`src/rtl/cfs_apb_pkg.sv`:
```
// Shared types and constants for the APB initiator and the Aligner register map.
package cfs_apb_pkg;

  localparam int unsigned APB_DATA_WIDTH = 32;

  typedef enum logic [1:0] {
    IDLE   = 2'd0,
    SETUP  = 2'd1,
    ACCESS = 2'd2,
    RESP   = 2'd3
  } cfs_apb_master_state_t;

  // Aligner register file byte addresses
  localparam logic [15:0] ADDR_CTRL   = 16'h0000;
  localparam logic [15:0] ADDR_STATUS = 16'h000C;
  localparam logic [15:0] ADDR_IRQEN  = 16'h00F0;
  localparam logic [15:0] ADDR_IRQ    = 16'h00F4;

endpackage

```
`src/rtl/cfs_apb_master.sv`:
```
// APB3 initiator: one valid/ready request becomes one SETUP/ACCESS transfer,
// with an optional pready timeout and a held valid/ready response.
module cfs_apb_master #(
  parameter int unsigned APB_ADDR_WIDTH = 16,
  parameter int unsigned APB_DATA_WIDTH = 32,
  parameter int unsigned TIMEOUT        = 32
) (
  input  logic                      pclk,
  input  logic                      preset,
  input  logic                      req_valid,
  output logic                      req_ready,
  input  logic                      req_write,
  input  logic [APB_ADDR_WIDTH-1:0] req_addr,
  input  logic [APB_DATA_WIDTH-1:0] req_wdata,
  output logic                      rsp_valid,
  input  logic                      rsp_ready,
  output logic [APB_DATA_WIDTH-1:0] rsp_rdata,
  output logic                      rsp_slverr,
  output logic                      rsp_timeout,
  output logic                      busy,
  output logic [APB_ADDR_WIDTH-1:0] paddr,
  output logic                      pwrite,
  output logic                      psel,
  output logic                      penable,
  output logic [APB_DATA_WIDTH-1:0] pwdata,
  input  logic                      pready,
  input  logic [APB_DATA_WIDTH-1:0] prdata,
  input  logic                      pslverr
);
  import cfs_apb_pkg::*;

  localparam int unsigned CNT_W    = (TIMEOUT == 0) ? 1 : $clog2(TIMEOUT + 1);
  localparam int unsigned CNT_SAT  = (TIMEOUT == 0) ? 1 : TIMEOUT;
  localparam int unsigned CNT_LAST = (TIMEOUT == 0) ? 0 : TIMEOUT - 1;
  localparam bit          TO_EN    = (TIMEOUT != 0);

  cfs_apb_master_state_t state, state_nxt;
  logic [CNT_W-1:0]      wait_cnt;
  logic                  req_fire;
  logic                  rsp_fire;
  logic                  xfer_done;
  logic                  xfer_timeout;

  assign req_fire  = req_ready && req_valid;
  assign rsp_fire  = (state == RESP) && rsp_ready;
  assign xfer_done = (state == ACCESS) && pready;
  // Abort on the cycle whose missing pready would bring the count to TIMEOUT;
  // a pready on that same cycle takes the xfer_done path instead.
  assign xfer_timeout = TO_EN && (state == ACCESS) && !pready &&
                        (wait_cnt == CNT_W'(CNT_LAST));

  always_ff @(posedge pclk) begin
    if (preset) state <= IDLE;
    else        state <= state_nxt;
  end

  always_comb begin
    state_nxt = state;
    unique case (state)
      IDLE:    if (req_fire) state_nxt = SETUP;
      SETUP:   state_nxt = ACCESS;
      ACCESS:  if (xfer_done || xfer_timeout) state_nxt = RESP;
      RESP:    if (rsp_fire) state_nxt = IDLE;
      default: state_nxt = IDLE;
    endcase
  end

  // Held off during reset so no request can be taken while preset is high.
  always_comb begin
    req_ready = (state == IDLE) && !preset;
    busy      = (state != IDLE);
  end

  always_ff @(posedge pclk) begin
    if (preset) begin
      psel        <= 1'b0;
      penable     <= 1'b0;
      pwrite      <= 1'b0;
      paddr       <= '0;
      pwdata      <= '0;
      rsp_valid   <= 1'b0;
      rsp_rdata   <= '0;
      rsp_slverr  <= 1'b0;
      rsp_timeout <= 1'b0;
      wait_cnt    <= '0;
    end else begin
      psel      <= (state_nxt == SETUP) || (state_nxt == ACCESS);
      penable   <= (state_nxt == ACCESS);
      rsp_valid <= (state_nxt == RESP);

      if (req_fire) begin
        paddr  <= req_addr;
        pwrite <= req_write;
        pwdata <= req_wdata;
      end

      if (state == SETUP) begin
        wait_cnt <= '0;
      end else if ((state == ACCESS) && !pready && (wait_cnt != CNT_W'(CNT_SAT))) begin
        wait_cnt <= wait_cnt + 1'b1;
      end

      if (xfer_done) begin
        rsp_rdata   <= (pwrite || pslverr) ? '0 : prdata;
        rsp_slverr  <= pslverr;
        rsp_timeout <= 1'b0;
      end else if (xfer_timeout) begin
        rsp_rdata   <= '0;
        rsp_slverr  <= 1'b1;
        rsp_timeout <= 1'b1;
      end
    end
  end

endmodule

```
`config.mk`:
```
export PLATFORM = sky130hd
export DESIGN_NAME = cfs_apb_master
export DESIGN_NICKNAME = d
export VERILOG_FILES = /design/src/rtl/cfs_apb_pkg.sv /design/src/rtl/cfs_apb_master.sv
export SDC_FILE = /design/constraint.sdc
export NUM_CORES = 1
export LEC_CHECK = 0
export ABC_CLOCK_PERIOD_IN_PS = 1500
export CORE_MARGIN = 2
export CORE_UTILIZATION = 35
export DETAILED_ROUTE_END_ITERATION = 7
export PLACE_DENSITY = 0.75
export SKIP_CTS_REPAIR_TIMING = 1
export SYNTH_ARGS = -nofsm -noshare
export SYNTH_HDL_FRONTEND = slang
export SYNTH_SLANG_ARGS = --single-unit
```
`constraint.sdc`:
```
create_clock -name pclk -period 1.5 [get_ports pclk]
set_input_delay 0.375 -clock pclk [delete_from_list [all_inputs] [get_ports pclk]]
set_output_delay 0.375 -clock pclk [all_outputs]
set_load 0.1 [all_outputs]
```
==> impl_results.md, run 1 <==
* P&R area growth vs syn at 99.0%
* Gpl congestion at 0.841
* Synth top area share at 55.9%
* DP Worst Slack at -482 ps
* Root buffer selected by CTS: clkbuf_8
* Core area at 9280 um^2
* Hpwl dp at 7670 um
* Post-DP Area at 6280 um^2
* Starting DRC count in detailed routing at 62
* Gr ovfl total at 0
* Slowest cell delay on critical path at 370 ps
* Worst-path maximum fanout at 5
* Critical path class: flip-flop to output port
* #FFs+latches synth at 94
* Mean Syn Cell Area at 11.0 um^2
* Share of cells above drive strength 1 at 31.0%
* CTS Buf Count at 9
* Nets at 596
* Post-route DRC at 0
* Via count at 3085
* Die ar. at 10400 um^2
* Worst rel slew slack at 58.9%
* Worst path cell trace: buf_6 -> nor3_4 -> buf_6 -> buf_12
* Initial core utilization at 36.3%
* Measured slew at the worst slew-check pin at 610 ps
* Top FF cell, synth: dfxtp_1
* Number of enable flip-flop cells after synthesis at 0
* Ports at 175
* Final worst slack at -198 ps
* CTS Buffer Depth at 2
* CTS Sinks at 94
* Final WL at 10600 um
* Per-cell routed wire length at 16.7 um
* Asr flop ratio synth at 0%
* Failing checks: setup timing
* Largest net degree at the start of global routing at 43
* Mapped Cells at 306
* Die X at 102 um
* CTS tree: yes
* HP Class: input pin to flip-flop
* Seq/Total Area, Yosys at 55.9%
* Syn nets at 397
* I/O Buffers at 174
* Worst path arrival time at 1320 ps
* Cell family with most CP delay: buffers and inverters
* Final setup fails at 37
* P per Cell Area at 1020 nW/um^2
* First-pass GRT wire length at 15300 um
* TritonRoute pass-1 iters at 4
* Latest clock arrival within the worst-skew pair at 360 ps
* Hold Vio Cnt, Final at 0
* Worst path bufs/invs at 3
* Fin crit share at 113%
* Outcome: finished with violations
* Static leakage at 2.71 nW
* DR vias/cell at 4.84
* Initial antenna violation count at 0
* Dominant cell type by area after synthesis: dfxtp_1
* CP Capture Type: output port
* Diodes inserted at 0
* Setup Skew at 11.0 ps
* Vias in the first global route at 3137
* Die Ht at 102 um
* Crit start category: flip-flop
* Largest cells by area after synthesis: dfxtp_1 56%, mux2i_1 15%, a22o_1 8.3%, nor2_1 6.0%, buf_2 1.5%
* Worst Path Required at 1120 ps
* Max rail drop VDD at 0.612 mV
* Final ANT Viol Nets at 0
* Critical-path top delay cell: dfxtp_4
* Slew Limit Fails at 0
* Synthesized cell area at 3370 um^2
* Most used cell, CP: buf_6
* # fillers at 637
* Synth warnings at 0
* Final min period at 1700 ps
* Count leader, synth: dfxtp_1
* # H-tree levels at 3
* Core Rows at 35
* Max Cap Violations at 0
* Fmax at 589 MHz
* Clk slew on worst S/H paths at 90 ps
* Final TNS setup at -1210 ps
* Total GRT Usage at 18.9%
* Synth top cells by count: 94 x dfxtp_1, 54 x nor2_1, 51 x mux2i_1
* Count of cell types in the netlist at 34
* Final instance area at 6700 um^2
* RSZ-0062 raised after global routing: yes
[per-layer routing]
layer | global-route usage (%) | up-vias | routed length, um
li1 | - | 1480 | -
met1 | 20.2 | 1454 | 4080
met2 | 33.6 | 139 | 5340
met3 | 9.17 | 12 | 1080
met4 | 4.62 | 0 | 129
met5 | 0 | - | 0
[logic make-up (layout without fill, tap and decap cells)]
group,after synthesis,in the layout,synth area share [%]
AND/OR/NAND/NOR,82,82,12.1
XOR/XNOR,1,1,0.260
AO/OA/AOI/OAI,50,50,11.8
multiplexers,51,51,15.2
buffers and inverters,24,227,3.38
adder cells (fa/ha/maj),4,4,1.49
flip-flops,94,94,55.9
[power breakdown]
group	leakage (nW)	internal, W	switching (W)
registers	0.769	0.00263	0.000150
clock network	0.102	0.000862	0.000878
logic	1.84	0.000982	0.00136
[layout by cell type (no fill, tap or decap), drive strengths merged, types with 2 or more instances in the layout]
cell / synthesis / routed
a21oi: 5 / 5
a22o: 32 / 32
and4bb: 2 / 2
buf: 12 / 119
clkbuf: 7 / 14
clkdlybuf4s50: 0 / 84
dfxtp: 94 / 94
ha: 4 / 4
inv: 5 / 6
mux2i: 51 / 51
nand2: 4 / 4
nand3b: 2 / 2
nand4: 2 / 2
nor2: 54 / 54
nor2b: 3 / 3
nor3: 3 / 3
o211ai: 4 / 4
o21ai: 5 / 5
or3: 3 / 3
[per-stage QoR]
stage                     util (%)  std cells  power (W)  hold slack [ps]
final                         72.2        638    0.00686              429
after global routing          72.2        638    0.00710              447
after CTS                     69.9        626    0.00681              405
after detailed placement      67.7        611    0.00507              514
after global placement        67.7        611    0.00503              501
after floorplan                  -        306    0.00409              468
[worst register-to-register path, delay by kind of cell, from the launching register on]
kind | cells | cell delay [ps]
simple gates | 1 | 260
compound gates | 2 | 400
flops | 1 | 370
buf+inv | 3 | 490
[cell type report]
class / count / area [um^2] / area share (%)
Clock buffer: 11 / 151 / 2.26
Clock inverter: 4 / 55.1 / 0.821
Inverter: 5 / 18.8 / 0.280
Multi-Input combinational cell: 188 / 1440 / 21.5
Sequential cell: 94 / 1890 / 28.2
Tap cell: 129 / 161 / 2.41
Timing Repair Buffer: 207 / 2980 / 44.5
[path summary, 6_finish.rpt]
path,from,end,slack [ps],cells after the start
worst max-delay path,state[1]$_SDFF_PP0_,req_ready,-200,4
worst min-delay path,preset,rsp_timeout$_SDFFE_PP0P_,430,3
worst max register to register,state[1]$_SDFF_PP0_,rsp_rdata[15]$_SDFFE_PP0P_,-70,6
worst min register to register,wait_cnt[4]$_SDFFE_PP0P_,wait_cnt[4]$_SDFFE_PP0P_,540,2
[sequential cells by signal, summed over array words and instances (netlist names)]
name	flops
paddr	16
penable	1
psel	1
pwdata	32
pwrite	1
rsp_rdata	32
rsp_slverr	1
rsp_timeout	1
rsp_valid	1
state	2
wait_cnt	6
No activity file was read; power rests on OpenSTA's default activity.
==> run 2, diff against run 1 <==
GPL_ROUTABILITY_DRIVEN = 0   (was not set)
==> results of run 2 <==
The final DEF is identical to that of run 1; final timing and power are the same.
